<file path="src/rtl/alu_pkg.sv">
// alu_pkg: shared types and constants for the arbitrated alu slice
package alu_pkg;
  localparam int DW = 4;
  localparam int STATS_W = 8;
  typedef logic [2:0] sel_t;
  typedef enum logic [1:0] {IDLE, EXEC, RESP} state_t;
endpackage

</file>
<file path="src/rtl/alu_arbiter_if.sv">
// alu_arbiter_if: request/response bundle between two requesters, one consumer and the arbiter
interface alu_arbiter_if;
  import alu_pkg::*;
  logic [1:0] req_valid, req_ready;
  logic [DW-1:0] req0_a, req0_b, req1_a, req1_b;
  sel_t req0_sel, req1_sel;
  logic rsp_valid, rsp_ready, rsp_id, rsp_carry, busy;
  logic [DW-1:0] rsp_y;
  modport master (
    output req_valid, req0_a, req0_b, req1_a, req1_b, req0_sel, req1_sel, rsp_ready,
    input req_ready, rsp_valid, rsp_id, rsp_y, rsp_carry, busy
  );
  modport slave (
    input req_valid, req0_a, req0_b, req1_a, req1_b, req0_sel, req1_sel, rsp_ready,
    output req_ready, rsp_valid, rsp_id, rsp_y, rsp_carry, busy
  );
endinterface

</file>
<file path="src/rtl/alu_arbiter_alu.sv">
// alu_arbiter_alu: combinational 4-bit alu; carry is carry-out, borrow, or the shifted-out bit
module alu_arbiter_alu
  import alu_pkg::*;
(
  input  logic [DW-1:0] a,
  input  logic [DW-1:0] b,
  input  sel_t          sel,
  output logic [DW-1:0] y,
  output logic          carry
);
  logic [DW:0] sum, dif;
  assign sum = {1'b0, a} + {1'b0, b};
  assign dif = {1'b0, a} - {1'b0, b};
  assign {carry, y} = sel == 3'd0 ? sum :
                      sel == 3'd1 ? dif :
                      sel == 3'd2 ? {1'b0, a & b} :
                      sel == 3'd3 ? {1'b0, a | b} :
                      sel == 3'd4 ? {1'b0, a ^ b} :
                      sel == 3'd5 ? {1'b0, ~a} :
                      sel == 3'd6 ? {a, 1'b0} :
                                    {a[0], 1'b0, a[DW-1:1]};
endmodule

</file>
<file path="src/rtl/alu_arbiter.sv">
// alu_arbiter: round-robin arbiter sharing one alu between two requesters (IDLE->EXEC->RESP)
// Optional per-requester grant counters when ALU_ARBITER_STATS_EN is defined.
module alu_arbiter #(
  parameter int DW = alu_pkg::DW
) (
  input  logic clk,
  input  logic rst_n,
`ifdef ALU_ARBITER_STATS_EN
  alu_arbiter_if.slave bus,
  output logic [alu_pkg::STATS_W-1:0] grant_cnt0,
  output logic [alu_pkg::STATS_W-1:0] grant_cnt1
`else
  alu_arbiter_if.slave bus
`endif
);
  import alu_pkg::*;
  state_t state;
  logic last_grant, gnt_id, accept, alu_c;
  logic [DW-1:0] op_a, op_b, alu_y;
  sel_t op_sel;
  // reset gates acceptance so req_ready is low while rst_n is held
  assign accept = rst_n && state == IDLE && |bus.req_valid;
  assign gnt_id = bus.req_valid[1] & (~bus.req_valid[0] | ~last_grant);
  assign bus.req_ready = accept ? (gnt_id ? 2'b10 : 2'b01) : 2'b00;
  assign bus.busy = state != IDLE;
  assign bus.rsp_valid = state == RESP;
  alu_arbiter_alu u_alu (
    .a(op_a),
    .b(op_b),
    .sel(op_sel),
    .y(alu_y),
    .carry(alu_c)
  );
  always_ff @(posedge clk or negedge rst_n) begin
    if (!rst_n) begin
      state <= IDLE;
      last_grant <= 1'b1;
      op_a <= '0;
      op_b <= '0;
      op_sel <= '0;
      bus.rsp_id <= 1'b0;
      bus.rsp_y <= '0;
      bus.rsp_carry <= 1'b0;
    end else if (accept) begin
      state <= EXEC;
      last_grant <= gnt_id;
      op_a <= gnt_id ? bus.req1_a : bus.req0_a;
      op_b <= gnt_id ? bus.req1_b : bus.req0_b;
      op_sel <= gnt_id ? bus.req1_sel : bus.req0_sel;
      bus.rsp_id <= gnt_id;
    end else if (state == EXEC) begin
      state <= RESP;
      bus.rsp_y <= alu_y;
      bus.rsp_carry <= alu_c;
    end else if (state == RESP && bus.rsp_ready) begin
      state <= IDLE;
    end
  end
`ifdef ALU_ARBITER_STATS_EN
  always_ff @(posedge clk or negedge rst_n) begin
    if (!rst_n) begin
      grant_cnt0 <= '0;
      grant_cnt1 <= '0;
    end else if (accept) begin
      if (!gnt_id && grant_cnt0 != '1) grant_cnt0 <= grant_cnt0 + 1'b1;
      if (gnt_id && grant_cnt1 != '1) grant_cnt1 <= grant_cnt1 + 1'b1;
    end
  end
`endif
endmodule
</file>
<file path="src/flat_wrapper.sv">
// flat-port wrapper written by rule: the top's interface ports become plain ports
module alu_arbiter_flat import alu_pkg::*;
#(
  parameter int DW = alu_pkg::DW
)
  (clk, rst_n, bus_req_valid, bus_req0_a, bus_req0_b, bus_req1_a, bus_req1_b, bus_req0_sel, bus_req1_sel, bus_rsp_ready, bus_req_ready, bus_rsp_valid, bus_rsp_id, bus_rsp_y, bus_rsp_carry, bus_busy);
  alu_arbiter_if bus_i ();
  input  logic clk;
  input  logic rst_n;
  input wire logic [$bits(bus_i.req_valid)-1:0] bus_req_valid;
  input wire logic [$bits(bus_i.req0_a)-1:0] bus_req0_a;
  input wire logic [$bits(bus_i.req0_b)-1:0] bus_req0_b;
  input wire logic [$bits(bus_i.req1_a)-1:0] bus_req1_a;
  input wire logic [$bits(bus_i.req1_b)-1:0] bus_req1_b;
  input wire logic [$bits(bus_i.req0_sel)-1:0] bus_req0_sel;
  input wire logic [$bits(bus_i.req1_sel)-1:0] bus_req1_sel;
  input wire logic [$bits(bus_i.rsp_ready)-1:0] bus_rsp_ready;
  output wire logic [$bits(bus_i.req_ready)-1:0] bus_req_ready;
  output wire logic [$bits(bus_i.rsp_valid)-1:0] bus_rsp_valid;
  output wire logic [$bits(bus_i.rsp_id)-1:0] bus_rsp_id;
  output wire logic [$bits(bus_i.rsp_y)-1:0] bus_rsp_y;
  output wire logic [$bits(bus_i.rsp_carry)-1:0] bus_rsp_carry;
  output wire logic [$bits(bus_i.busy)-1:0] bus_busy;
  assign bus_i.req_valid = bus_req_valid;
  assign bus_i.req0_a = bus_req0_a;
  assign bus_i.req0_b = bus_req0_b;
  assign bus_i.req1_a = bus_req1_a;
  assign bus_i.req1_b = bus_req1_b;
  assign bus_i.req0_sel = bus_req0_sel;
  assign bus_i.req1_sel = bus_req1_sel;
  assign bus_i.rsp_ready = bus_rsp_ready;
  assign bus_req_ready = bus_i.req_ready;
  assign bus_rsp_valid = bus_i.rsp_valid;
  assign bus_rsp_id = bus_i.rsp_id;
  assign bus_rsp_y = bus_i.rsp_y;
  assign bus_rsp_carry = bus_i.rsp_carry;
  assign bus_busy = bus_i.busy;
  alu_arbiter #(.DW(DW)) u_core (.clk(clk), .rst_n(rst_n), .bus(bus_i));
endmodule
</file>
<file path="config.mk">
export PLATFORM = sky130hd
export DESIGN_NAME = alu_arbiter_flat
export DESIGN_NICKNAME = d
export VERILOG_FILES = /design/src/rtl/alu_pkg.sv /design/src/rtl/alu_arbiter_if.sv /design/src/rtl/alu_arbiter_alu.sv /design/src/rtl/alu_arbiter.sv /design/src/flat_wrapper.sv
export SDC_FILE = /design/constraint.sdc
export NUM_CORES = 1
export LEC_CHECK = 0
export ABC_AREA = 1
export BUFFER_PORTS_ARGS = -buffer_cell sky130_fd_sc_hd__buf_4
export CORE_ASPECT_RATIO = 2
export CORE_MARGIN = 2
export CORE_UTILIZATION = 30
export DETAILED_ROUTE_END_ITERATION = 8
export SYNTH_ARGS = -nofsm -noshare
export SYNTH_HDL_FRONTEND = slang
export SYNTH_SLANG_ARGS = --single-unit
export TNS_END_PERCENT = 20
</file>
<file path="constraint.sdc">
create_clock -name clk -period 3.35 [get_ports clk]
set_input_delay 1.005 -clock clk [delete_from_list [all_inputs] [get_ports clk]]
set_output_delay 1.005 -clock clk [all_outputs]
set_load 0.005 [all_outputs]
</file>
==> metrics.md, run 1 <==
| Metric | Value |
|---|---|
| Postcts setup bufs | `0` |
| Share of the synthesized area in the top cell type | `29.94%` |
| Post-Route Setup TNS | `0 ns` |
| RSZ-0062 raised after global routing | `false` |
| Clock transition at the register clock pins on the worst setup and hold paths after CTS | `0.08 ns` |
| Core outline area | `5139 um2` |
| Clock tree buffer depth | `2` |
| Core occupancy in the finished layout | `38.71%` |
| Average footprint of a synthesized cell | `7.057 um2` |
| Yosys reg bits | `20` |
| Worst-Margin Slew | `0.4387 ns` |
| Biggest area contributors in the synthesized netlist | `sky130_fd_sc_hd__dfrtp_1, sky130_fd_sc_hd__nand2_1, sky130_fd_sc_hd__ha_1` |
| Post-synthesis cell area | `1588 um2` |
| TritonCTS clock tree | `done` |
| Library cell appearing most often on the critical path | `sky130_fd_sc_hd__buf_4` |
| Final HPWL from detailed placement | `3663 um` |
| Total congestion overflow | `0` |
| Top fanout value on the critical path | `4` |
| Average wire per standard cell | `13.70 um` |
| Time the worst path needs with I/O delays and setup | `2.787 ns` |
| Syn nets | `266` |
| Crit Reg-Reg Startpoint | `u_core.op_a[0]` |
| Internal Power | `0.4852 mW` |
| Pin count of the biggest net entering global routing | `21` |
| Sum of buffers and inverters on the critical path | `4` |
| Areal power density over the cells | `348.6 nW/um2` |
| RD Place Congestion | `0.8861` |
| Rel. slew slack | `70.75%` |
| Fraction of power spent switching nets | `30.03%` |
| Number of filler instances in the final layout | `579` |
| Row Count | `37` |
| Initial antenna violation count | `0` |
| Portion of total power attributed to combinational logic | `25.3%` |
| Layout-stage area growth over the synthesis result | `25.30%` |
| Top-Level Pins | `37` |
| Antenna fix cells | `0` |
| Number of maximum-capacitance violations | `0` |
| Multi-input gate area | `902.1 um2` |
| Largest vdd supply drop | `322.1 uV` |
| Chip width | `55.44 um` |
| Share of post-route cells with drive strength above 1 | `23.48%` |
| Wire length of the first global-routing pass | `7362 um` |
| Endpoints failing hold | `0` |
| Clock share of power | `35.8%` |
| Switching Power | `0.2083 mW` |
| Startpoint types | `input port` |
| Via count | `1563` |
| DR iter-0 viols | `41` |
| Delay of the slowest cell on the worst path | `0.24 ns` |
| R2R depth | `11` |
| Clock root buffer master | `sky130_fd_sc_hd__clkbuf_8` |
| Stages on worst setup path | `6` |
| Vertical die dimension | `106.9 um` |
| Capture point of the critical path | `bus_req_ready[1]` |
| Proportion of power drawn by flip-flops and latches | `38.9%` |
| Drt first pass iters | `4` |
| Family with the most delay on the worst path | `buffers and inverters` |
| Number of H-tree levels | `1` |
| Number of buffer cells added on primary ports | `36` |
| Highest achievable clock rate | `358.8 MHz` |
| Tightest Hold Check Type | `flop to flop` |
| Full die area | `5926 um2` |
| Total global routing track utilization | `16.09%` |
| Post-route clock skew | `0.004509 ns` |
| Total detailed-routing wirelength | `4410 um` |
| Sink count of the clock tree | `20` |
| Leading area contributor after synthesis | `sky130_fd_sc_hd__dfrtp_1` |
| Total CTS buffers | `3` |
| Post-Layout Cell Count | `322` |
| Ratio of final minimum period to clock period | `83.20%` |
| Leakage power of the design | `1.049 nW` |
| Critical path data arrival time | `1.78 ns` |
| Number of endpoints failing setup at the final stage | `0` |
| Worst R2R End | `u_core.bus.rsp_carry` |
| Antenna-violating nets left | `0` |
| Worst path required time | `2.34 ns` |
| Max-slew violation count | `0` |
| # placed instances | `318` |
| Proportion of synthesized chip area in sequential cells | `31.60%` |
| Sequence of cells on the critical path | `buf_4, inv_1, nor3_4, nand3_2, inv_2, buf_4` |
| R2R Setup Slk | `1.24 ns` |
| Outcome | `completed` |
| Routed vias/inst | `4.854` |
| Vias in the first global route | `1606` |
| Register Area | `501.7 um2` |
| Gates resized, CTS repair | `0` |
| Mapped Cells | `225` |
| Synth Warn # | `0` |
| Starting Density | `30.90%` |
| Setup Crit Path Kind | `input port to output port` |
| Post-CTS Hold Fix Bufs | `0` |
| Standard cell with the maximum stage delay on the critical path | `sky130_fd_sc_hd__nor3_4` |
| Total DRC errors in the routed layout | `0` |
| Critical Path Sink Type | `output port` |
| Layout Nets | `306` |
| Number of distinct library cells after synthesis | `26` |
| Launch point of the worst path | `rst_n` |
| Clock latency of the later-clocked register in the worst-skew pair | `0.27 ns` |
## tightest hold or removal path, delay by kind of cell, from the launching register on
kind             cells  cell delay, ns
flip-flops           1            0.37
AND/OR/NAND/NOR      2            0.10
## final cells by class
cell class | instances | share of cell area [%]
repair buffers | 40 | 15.09
well taps | 58 | 3.648
clock buffers | 3 | 2.075
clock inverters | 1 | 1.509
flip-flops and latches | 20 | 25.22
inverters | 37 | 7.107
multi-input cells | 163 | 45.35
## worst min path at each step
stage | start | to | slack [ns] | cells after the start
2_1_floorplan | u_core.last_grant | u_core.last_grant | 0.45 | 2
3_3_place_gp | u_core.bus.rsp_y[1] | u_core.bus.rsp_y[1] | 0.47 | 2
3_5_place_dp | u_core.bus.rsp_y[3] | u_core.bus.rsp_y[3] | 0.47 | 2
4_1_cts | u_core.last_grant | u_core.last_grant | 0.48 | 2
5_1_grt | u_core.last_grant | u_core.last_grant | 0.49 | 2
6_report | u_core.last_grant | u_core.last_grant | 0.47 | 2
## state kept, by name, summed over array words and instances, names as in the netlist
signal / cells
u_core.op_a: 4
u_core.bus.rsp_y: 4
u_core.op_b: 4
u_core.state: 2
u_core.op_sel: 3
u_core.bus.rsp_id: 1
u_core.bus.rsp_carry: 1
u_core.last_grant: 1
## power groups by stage
stage | Combinational [mW] | Sequential, mW | Clock, mW
floorplan | 0.114 | 0.266 | 0
global route | 0.197 | 0.272 | 0.261
global placement | 0.174 | 0.274 | 0
CTS | 0.176 | 0.269 | 0.252
detailed placement | 0.175 | 0.274 | 0
finish | 0.176 | 0.269 | 0.248
## per-stage QoR
step                      power (mW)  setup slack (ns)  cell area, um2  hold slack [ns]
after floorplan               0.3803            0.7555            1588           0.4474
after global placement        0.4481            0.5922            1918           0.4697
after detailed placement      0.4485            0.5653            1918           0.4676
after CTS                     0.6972            0.5641            1989           0.4806
after global routing          0.7295            0.5369            1989           0.4873
final                         0.6935            0.5627            1989           0.4737
## synth_stat cells
cell type,number
sky130_fd_sc_hd__ha_1,12
sky130_fd_sc_hd__nand4_1,2
sky130_fd_sc_hd__o21ai_1,2
sky130_fd_sc_hd__inv_1,28
sky130_fd_sc_hd__nand2_2,1
sky130_fd_sc_hd__nor2_4,1
sky130_fd_sc_hd__a21oi_1,10
sky130_fd_sc_hd__nand3_2,3
sky130_fd_sc_hd__nor2_1,19
sky130_fd_sc_hd__buf_6,2
sky130_fd_sc_hd__buf_2,1
sky130_fd_sc_hd__nor3_4,1
sky130_fd_sc_hd__inv_4,1
sky130_fd_sc_hd__xor2_1,1
sky130_fd_sc_hd__o211ai_1,14
sky130_fd_sc_hd__nand3_1,7
sky130_fd_sc_hd__nor3_1,2
sky130_fd_sc_hd__fa_1,2
sky130_fd_sc_hd__dfstp_2,1
sky130_fd_sc_hd__nor3_2,1
sky130_fd_sc_hd__buf_4,2
sky130_fd_sc_hd__o21ai_0,11
sky130_fd_sc_hd__inv_2,8
sky130_fd_sc_hd__nand2_1,73
sky130_fd_sc_hd__nor2_2,1
sky130_fd_sc_hd__dfrtp_1,19
## per-layer routing
| layer | part of all wire, % | wire length [um] | global-route usage [%] | vias up |
|---|---|---|---|---|
| li1 | - | - | - | 787 |
| met2 | 58 | 2568 | 32.14 | 33 |
| met4 | 5.8 | 257 | 11.50 | 0 |
| met3 | 2.1 | 92 | 1.086 | 11 |
| met1 | 34 | 1491 | 14.50 | 732 |
| met5 | 0 | 0 | 0 | - |
## logic make-up (layout without fill, tap and decap cells)
| family | count (synthesis) | count (layout) | share of synthesized area (%) |
|---|---|---|---|
| DFF | 20 | 20 | 31.60 |
| adders and majority gates | 14 | 14 | 11.98 |
| and+or+nand+nor | 111 | 111 | 30.42 |
| AOI/OAI and AO/OA | 37 | 37 | 13.87 |
| xor gates and xnor gates | 1 | 1 | 0.5517 |
| buffers and inverters | 42 | 81 | 11.58 |
## layout by cell type, fill, tap and decap left out
master	n
sky130_fd_sc_hd__nor2_1	19
sky130_fd_sc_hd__a21oi_1	10
sky130_fd_sc_hd__xor2_1	1
sky130_fd_sc_hd__nand2_1	73
sky130_fd_sc_hd__nor3_1	2
sky130_fd_sc_hd__nor3_2	1
sky130_fd_sc_hd__dfstp_2	1
sky130_fd_sc_hd__nand2_2	1
sky130_fd_sc_hd__nor2_2	1
sky130_fd_sc_hd__nand3_1	7
sky130_fd_sc_hd__clkbuf_8	3
sky130_fd_sc_hd__nor3_4	1
sky130_fd_sc_hd__ha_1	12
sky130_fd_sc_hd__inv_4	1
sky130_fd_sc_hd__nand4_1	2
sky130_fd_sc_hd__buf_4	40
sky130_fd_sc_hd__nor2_4	1
sky130_fd_sc_hd__o211ai_1	14
sky130_fd_sc_hd__inv_1	28
sky130_fd_sc_hd__bufinv_16	1
sky130_fd_sc_hd__inv_2	8
sky130_fd_sc_hd__nand3_2	3
sky130_fd_sc_hd__o21ai_0	11
sky130_fd_sc_hd__fa_1	2
sky130_fd_sc_hd__o21ai_1	2
sky130_fd_sc_hd__dfrtp_1	19
Note: power is estimated with default switching activity, not from simulation.
==> run 2, diff against run 1 <==
--- a/config.mk
+++ b/config.mk
@@ -5,7 +5,7 @@
 export SDC_FILE = /design/constraint.sdc
 export NUM_CORES = 1
 export LEC_CHECK = 0
-export ABC_AREA = 1
+export ABC_AREA = 0
 export BUFFER_PORTS_ARGS = -buffer_cell sky130_fd_sc_hd__buf_4
 export CORE_ASPECT_RATIO = 2
 export CORE_MARGIN = 2
==> constraint.sdc (replaced) <==
create_clock -name clk -period 2.3 [get_ports clk]
set_input_delay 0.69 -clock clk [delete_from_list [all_inputs] [get_ports clk]]
set_output_delay 0.69 -clock clk [all_outputs]
set_load 0.005 [all_outputs]
==> run 2 against run 1 <==
Effect of this change:
- synthesized cell count is 19% lower
- setup slack worse by 0.42 ns
- die area is 0.22% lower
- routed wire length is 16% lower
- clock skew is 0.0020 ns lower
- largest cell class unchanged
==> metrics.md, run 2 <==
| Metric | Value |
|---|---|
| R2R depth | `9 (-2)` |
| Row Count | `37 (unchanged)` |
| Average wire per standard cell | `13.44 um (-1.9%)` |
| Post-Layout Cell Count | `277 (-14%)` |
| Number of maximum-capacitance violations | `0 (unchanged)` |
| Fraction of power spent switching nets | `45.68% (+16 points)` |
| Top-Level Pins | `37 (unchanged)` |
| Launch point of the worst path | `u_core.state[1]` |
| Leading area contributor after synthesis | `sky130_fd_sc_hd__dfrtp_1` |
| Total global routing track utilization | `13.08% (-3.0 points)` |
| Max-slew violation count | `0 (unchanged)` |
| Switching Power | `1.199 mW (+480%)` |
| Vias in the first global route | `1332 (-17%)` |
| Setup Crit Path Kind | `flop to output port` |
| Capture point of the critical path | `bus_req_ready[0]` |
| Leading cell types by count after synthesis | `sky130_fd_sc_hd__nand2_1, sky130_fd_sc_hd__dfrtp_1, sky130_fd_sc_hd__inv_1, sky130_fd_sc_hd__ha_1, sky130_fd_sc_hd__mux2i_1` |
| Core outline area | `5139 um2 (unchanged)` |
| Endpoints failing hold | `0 (unchanged)` |
| Mapped Cells | `182 (-19%)` |
| Most common cell in the synthesized netlist | `sky130_fd_sc_hd__nand2_1` |
| Most common library cell in the layout ignoring fill and taps | `sky130_fd_sc_hd__buf_4` |
| R2R Setup Slk | `0.34 ns (-0.90 ns)` |
| Largest vdd supply drop | `663.6 uV (+110%)` |
| Share of the synthesized area in the top cell type | `30.02% (+0.071 points)` |
| Highest achievable clock rate | `463.8 MHz` |
| Postcts setup bufs | `0 (unchanged)` |
| Worst R2R End | `u_core.bus.rsp_carry` |
| Total CTS buffers | `3 (unchanged)` |
| Full die area | `5912 um2 (-0.22%)` |
| Total congestion overflow | `0 (unchanged)` |
| Top fanout value on the critical path | `6 (+2)` |
| Commonest cells after routing, fill and taps aside | `sky130_fd_sc_hd__buf_4, sky130_fd_sc_hd__nand2_1, sky130_fd_sc_hd__dfrtp_1` |
| Crit Reg-Reg Startpoint | `u_core.op_a[0]` |
| Gates resized, CTS repair | `0 (unchanged)` |
| Via count | `1384 (-11%)` |
| Proportion of power drawn by flip-flops and latches | `28.9% (-10 points)` |
| Tightest Hold Check Type | `input port to asynchronous set/reset pin` |
| Largest registers | `u_core.bus.rsp_y x4, u_core.op_a x4, u_core.op_b x4` |
| Final HPWL from detailed placement | `3026 um (-17%)` |
| Antenna-violating nets left | `0 (unchanged)` |
| Internal Power | `1.426 mW (+190%)` |
| # placed instances | `273 (-14%)` |
| Vertical die dimension | `106.8 um (-0.12%)` |
| Clock latency of the later-clocked register in the worst-skew pair | `0.26 ns (about the same)` |
| RSZ-0062 raised after global routing | `false` |
| Wire length of the first global-routing pass | `6161 um (-16%)` |
| Most used flip-flop cell after synthesis | `sky130_fd_sc_hd__dfrtp_1` |
| Post-CTS Hold Fix Bufs | `0 (unchanged)` |
| Critical path data arrival time | `1.47 ns (-0.31 ns)` |
| Yosys reg bits | `20 (unchanged)` |
| Syn nets | `223 (-16%)` |
| Clock root buffer master | `sky130_fd_sc_hd__clkbuf_8` |
| Share of post-route cells with drive strength above 1 | `26.94% (+3.5 points)` |
| Share of async-settable or async-resettable flops after synthesis | `100.0% (unchanged)` |
| Biggest area contributors in the synthesized netlist | `sky130_fd_sc_hd__dfrtp_1, sky130_fd_sc_hd__ha_1, sky130_fd_sc_hd__mux2i_1` |
| Average footprint of a synthesized cell | `8.703 um2 (+23%)` |
| Number of distinct library cells after synthesis | `43 (+65%)` |
| Chip width | `55.38 um (-0.11%)` |
| Starting Density | `30.83% (-0.073 points)` |
| Rel. slew slack | `47.08% (-24 points)` |
| Leakage power of the design | `0.9391 nW (-10%)` |
| Clock share of power | `10.6% (-25 points)` |
| Drt first pass iters | `4 (unchanged)` |
| Synth Warn # | `0 (unchanged)` |
| Post-Route Setup TNS | `0 ns (unchanged)` |
| Number of endpoints failing setup at the final stage | `0 (unchanged)` |
| Critical Path Sink Type | `output port` |
| Ratio of final minimum period to clock period | `93.75%` |
| Number of filler instances in the final layout | `528 (-8.8%)` |
| Layout-stage area growth over the synthesis result | `23.14%` |
| Initial antenna violation count | `0 (unchanged)` |
| RD Place Congestion | `0.9147 (+3.2%)` |
| Number of H-tree levels | `1 (unchanged)` |
| Number of buffer cells added on primary ports | `36 (unchanged)` |
| Portion of total power attributed to combinational logic | `60.5% (+35 points)` |
| Sink count of the clock tree | `20 (unchanged)` |
| Areal power density over the cells | `1346 nW/um2 (+290%)` |
| Design Power | `2.625 mW (+280%)` |
| Proportion of synthesized chip area in sequential cells | `31.67% (+0.075 points)` |
| Outcome | `completed` |
| Total DRC errors in the routed layout | `0 (unchanged)` |
| Number of enable-type register cells in the synthesized netlist | `0 (unchanged)` |
| Routed vias/inst | `4.996 (+2.9%)` |
| Post-route clock skew | `0.002525 ns (-0.001984 ns)` |
| Layout Nets | `261 (-15%)` |
| Time the worst path needs with I/O delays and setup | `2.156 ns` |
| Total detailed-routing wirelength | `3722 um (-16%)` |
| Startpoint types | `flop` |
| Antenna fix cells | `0 (unchanged)` |
| Clock transition at the register clock pins on the worst setup and hold paths after CTS | `0.08 ns (about the same)` |
| Worst path required time | `1.61 ns (-0.73 ns)` |
| TritonCTS clock tree | `done` |
| DR iter-0 viols | `16 (-61%)` |
| Pin count of the biggest net entering global routing | `26 (+24%)` |
| Post-synthesis cell area | `1584 um2 (-0.24%)` |
| Clock tree buffer depth | `2 (unchanged)` |
| Worst-Margin Slew | `0.7938 ns (+0.3551 ns)` |
## run 2: cell count changes after synthesis, moves of 3 or more
cell,change
sky130_fd_sc_hd__nand2_1,-48
sky130_fd_sc_hd__inv_1,-14
sky130_fd_sc_hd__mux2i_1,+12
sky130_fd_sc_hd__o211ai_1,-12
sky130_fd_sc_hd__nor2_1,-11
sky130_fd_sc_hd__o21ai_1,+8
sky130_fd_sc_hd__inv_2,-6
sky130_fd_sc_hd__nand2b_1,+4
sky130_fd_sc_hd__nand3_1,-4
sky130_fd_sc_hd__a211oi_1,+3
sky130_fd_sc_hd__a31oi_1,+3
sky130_fd_sc_hd__buf_6,+3
sky130_fd_sc_hd__nand3_2,-3
sky130_fd_sc_hd__nor2b_1,+3
## run 2: per-layer routing
layer | part of all wire, % | wire, um | GRT usage (%)
met4 | 3.8 | 141 | 6.969
met1 | 36 | 1345 | 13.17
met5 | 0 | 0 | 0
met2 | 58 | 2162 | 25.34
met3 | 2.0 | 73 | 1.448
## run 2: cell families after synthesis
logic type	count (synthesis)	synth area share, %
mux	12	7.583
simple gates	54	15.96
flops	20	31.68
fa+ha+maj	14	12.01
buf+inv	26	9.241
xor+xnor	4	2.212
compound gates	52	21.33
## run 2: critical path, cell delays in order (launching register included)
cell                      delay, ns
sky130_fd_sc_hd__dfrtp_1       0.42
sky130_fd_sc_hd__or2_1         0.27
sky130_fd_sc_hd__nor2_2        0.12
sky130_fd_sc_hd__nand2_2       0.07
sky130_fd_sc_hd__nor2_2        0.18
sky130_fd_sc_hd__buf_4         0.14
## run 2: power by group through the flow
stage | Clock [mW] | Combinational, mW | Sequential (mW)
after floorplan | 0 | 1.27 | 0.678
after global placement | 0 | 1.57 | 0.756
after detailed placement | 0 | 1.61 | 0.765
after CTS | 0.288 | 1.61 | 0.758
after global routing | 0.301 | 1.81 | 0.795
final | 0.279 | 1.59 | 0.758
## run 2: area by class of cell
cell class	instances	area, um2	share of cell area, %
clock buffers	4	55.05	2.822
inverters	16	60.06	3.079
well taps	58	72.57	3.720
flip-flops and latches	20	501.7	25.72
multi-input cells	136	938.4	48.11
repair buffers	43	322.8	16.55
## run 2: how the worst min path moves through the flow
stage                            from                    to  slack (ns)  cells after the start
global route                    rst_n     u_core.bus.rsp_id        0.20                      1
CTS                             rst_n     u_core.bus.rsp_id        0.21                      1
floorplan                       rst_n  u_core.bus.rsp_carry        0.39                      0
detailed placement  u_core.last_grant     u_core.last_grant        0.46                      2
finish                          rst_n     u_core.bus.rsp_id        0.21                      1
global placement    u_core.last_grant     u_core.last_grant        0.46                      2
## run 2: metrics by stage
stage | util [%] | setup slack (ns) | hold WS [ns] | cell area, um2
floorplan | - | 0.2892 | 0.3944 | 1584
global placement | 36.84 | 0.1738 | 0.4570 | 1893
detailed placement | 36.84 | 0.1665 | 0.4592 | 1893
CTS | 37.91 | 0.03132 | 0.2075 | 1948
global route | 37.96 | 0.04426 | 0.2019 | 1951
finish | 37.96 | 0.1438 | 0.2114 | 1951
==> run 3, diff against run 2 <==
--- a/config.mk
+++ b/config.mk
@@ -5,12 +5,14 @@
 export SDC_FILE = /design/constraint.sdc
 export NUM_CORES = 1
 export LEC_CHECK = 0
-export ABC_AREA = 0
+export ABC_AREA = 1
 export BUFFER_PORTS_ARGS = -buffer_cell sky130_fd_sc_hd__buf_4
 export CORE_ASPECT_RATIO = 2
 export CORE_MARGIN = 2
 export CORE_UTILIZATION = 30
 export DETAILED_ROUTE_END_ITERATION = 8
+export GPL_TIMING_DRIVEN = 0
+export SETUP_SLACK_MARGIN = 0.3
 export SYNTH_ARGS = -nofsm -noshare
 export SYNTH_HDL_FRONTEND = slang
 export SYNTH_SLANG_ARGS = --single-unit
==> run 3 against run 2 <==
Effect of this change:
- sequential share of layout area fell by 3.4 points
- setup slack improved by 0.050 ns
- clock power rose by 28%
- count of clock-buffer cells in the layout fell by 1
- register-to-register slack got worse by 0.08 ns
- critical endpoint is now bus_req_ready[1]
- final area rose by 15%
- routed wire length rose by 26%
- first-iteration DRC count rose to 2.7 times the previous value
==> metrics.md, run 3 (synthesis gave the netlist of run 1 again) <==
| Metric | Value |
|---|---|
| Chip width | `55.44 um (+0.11%)` |
| Vertical die dimension | `106.9 um (+0.12%)` |
| Clock transition at the register clock pins on the worst setup and hold paths after CTS | `0.08 ns (about the same)` |
| Library cell appearing most often on the critical path | `sky130_fd_sc_hd__buf_6` |
| Worst-Margin Slew | `0.2763 ns (-0.5175 ns)` |
| Antenna-violating nets left | `0 (unchanged)` |
| Core outline area | `5139 um2 (unchanged)` |
| # placed instances | `319 (+17%)` |
| Routed vias/inst | `4.783 (-4.3%)` |
| RD Place Congestion | `0.8610 (-5.9%)` |
| Via count | `1650 (+19%)` |
| Initial antenna violation count | `0 (unchanged)` |
| Most common library cell in the layout ignoring fill and taps | `sky130_fd_sc_hd__nand2_1` |
| Family with the most delay on the worst path | `buffers and inverters` |
| Post-CTS Hold Fix Bufs | `0 (unchanged)` |
| Number of endpoints failing setup at the final stage | `0 (unchanged)` |
| Largest vdd supply drop | `487.9 uV (-26%)` |
| Minimum hold slack | `0.2219 ns (+0.01045 ns)` |
| Number of maximum-capacitance violations | `0 (unchanged)` |
| Total CTS buffers | `3 (unchanged)` |
| Post-Layout Cell Count | `345 (+25%)` |
| Vias in the first global route | `1666 (+25%)` |
| Setup Crit Path Kind | `input port to output port` |
| Areal power density over the cells | `460.6 nW/um2 (-66%)` |
| Time the worst path needs with I/O delays and setup | `2.106 ns (-0.05005 ns)` |
| Portion of total power attributed to combinational logic | `28.3% (-32 points)` |
| Full die area | `5926 um2 (+0.23%)` |
| DR iter-0 viols | `43 (+27)` |
| Layout-stage area growth over the synthesis result | `41.61%` |
| Sequence of cells on the critical path | `buf_16, inv_4, nor3_4, nand3_2, inv_2, buf_6, buf_6` |
| Total non-filler cell area in the finished layout | `2248 um2 (+15%)` |
| Wire length of the first global-routing pass | `7479 um (+21%)` |
| Clock root buffer master | `sky130_fd_sc_hd__clkbuf_8` |
| Total congestion overflow | `0 (unchanged)` |
| Critical Path Sink Type | `output port` |
| Final HPWL from detailed placement | `3452 um (+14%)` |
| Endpoints failing hold | `0 (unchanged)` |
| Top fanout value on the critical path | `5 (-1)` |
| Highest achievable clock rate | `474.8 MHz (+2.4%)` |
| Switching Power | `0.3030 mW (-75%)` |
| Leakage power of the design | `1.200 nW (+28%)` |
| TritonCTS clock tree | `done` |
| RSZ-0062 raised after global routing | `true` |
| Clock latency of the later-clocked register in the worst-skew pair | `0.26 ns (about the same)` |
| Drt first pass iters | `7 (+3)` |
| Max-slew violation count | `0 (unchanged)` |
| Row Count | `37 (unchanged)` |
| Rel. slew slack | `81.44% (+34 points)` |
| Delay of the slowest cell on the worst path | `0.21 ns (-0.21 ns)` |
| Number of buffer cells added on primary ports | `36 (unchanged)` |
| Clock share of power | `34.6% (+24 points)` |
| Worst path required time | `1.61 ns (about the same)` |
| Proportion of power drawn by flip-flops and latches | `37.1% (+8.2 points)` |
| Tightest Hold Check Type | `input port to asynchronous set/reset pin` |
| Sink count of the clock tree | `20 (unchanged)` |
| Total DRC errors in the routed layout | `0 (unchanged)` |
| Critical path data arrival time | `1.42 ns (-0.05 ns)` |
| Post-route clock skew | `0.003870 ns (+0.001345 ns)` |
| Total detailed-routing wirelength | `4683 um (+26%)` |
| Ratio of final minimum period to clock period | `91.57% (-2.2 points)` |
| Outcome | `completed` |
| Placed cell areas | `1931 um2 (+2.0%)` |
| Clock tree buffer depth | `2 (unchanged)` |
| Average wire per standard cell | `13.57 um (+1.0%)` |
| Largest registers | `u_core.bus.rsp_y x4, u_core.op_a x4, u_core.op_b x4` |
| Layout Nets | `329 (+26%)` |
| Top-Level Pins | `37 (unchanged)` |
| Fraction of power spent switching nets | `29.26% (-16 points)` |
| Sum of buffers and inverters on the critical path | `5 (+4)` |
| Pin count of the biggest net entering global routing | `13 (-50%)` |
| Startpoint types | `input port` |
| Standard cell with the maximum stage delay on the critical path | `sky130_fd_sc_hd__nor3_4` |
| Number of H-tree levels | `1 (unchanged)` |
| Antenna fix cells | `0 (unchanged)` |
| Post-Route Setup TNS | `0 ns (unchanged)` |
| Starting Density | `30.90% (+0.073 points)` |
| R2R Setup Slk | `0.26 ns (-0.08 ns)` |
| Total global routing track utilization | `16.15% (+3.1 points)` |
| Commonest cells after routing, fill and taps aside | `sky130_fd_sc_hd__nand2_1, sky130_fd_sc_hd__buf_4, sky130_fd_sc_hd__inv_1` |
| Share of post-route cells with drive strength above 1 | `30.66% (+3.7 points)` |
| Internal Power | `0.7326 mW (-49%)` |
==> run 3: worst reg2reg max path, delay by kind of cell (launching register included) <==
family	cells	cell delay, ns
DFF	1	0.39
and+or+nand+nor	3	0.23
buffers and inverters	3	0.31
AOI/OAI and AO/OA	3	0.42
adders and majority gates	2	0.63
==> run 3: routing by layer <==
metal  track usage [%]  wire [um]  vias to the layer above
met1             14.61       1582                      753
met3             1.689        103                       18
met4             12.20        231                        0
met5                 0          0                        -
li1                  -          -                      838
met2             31.46       2766                       41
==> run 3: final cells by class <==
class                      count  area, um2
buffer                         5      46.29
clock buffer                   3      41.29
clock inverter                 1      30.03
fill                         550       2890
inverter                      37      143.9
multi-input combinational    163      907.1
sequential                    20      501.7
tap                           58      72.57
timing repair buffer          58      505.5
==> run 3: stage by stage <==
step / worst slack (ns) / util [%] / total power [mW]
final: 0.1938 / 43.75 / 1.036
after global routing: 0.1224 / 43.75 / 1.102
after CTS: 0.1446 / 41.47 / 1.034
after floorplan: 0.3355 / - / 0.5540
after detailed placement: -0.3020 / 37.57 / 0.6544
after global placement: -0.2787 / 37.57 / 0.6538
==> run 3: power by group through the flow <==
stage	registers [mW]	clock network (mW)	logic (mW)
5_1_grt	0.387	0.387	0.328
3_3_place_gp	0.391	0	0.263
6_report	0.384	0.358	0.293
3_5_place_dp	0.391	0	0.263
2_1_floorplan	0.388	0	0.166
4_1_cts	0.385	0.373	0.277
==> run 3: timing repair <==
item                       in CTS  in global routing
buffers inserted                8                 12
gates resized for setup        10                  2
setup endpoints to repair       3                  3
pin swaps                       3                  2
hold endpoints to repair        0                  0
cloned                          1                  1
==> run 3: final timing paths <==
check / endpoint / startpoint / depth (start not counted)
worst min register to register: u_core.last_grant / u_core.last_grant / 2
min in group clk: u_core.last_grant / u_core.last_grant / 2
worst max-delay path: bus_req_ready[1] / rst_n / 7
worst max register to register: u_core.bus.rsp_carry / u_core.op_a[0] / 11
worst min-delay path: u_core.op_b[2] / rst_n / 1
max in group asynchronous: u_core.bus.rsp_y[2] / rst_n / 1
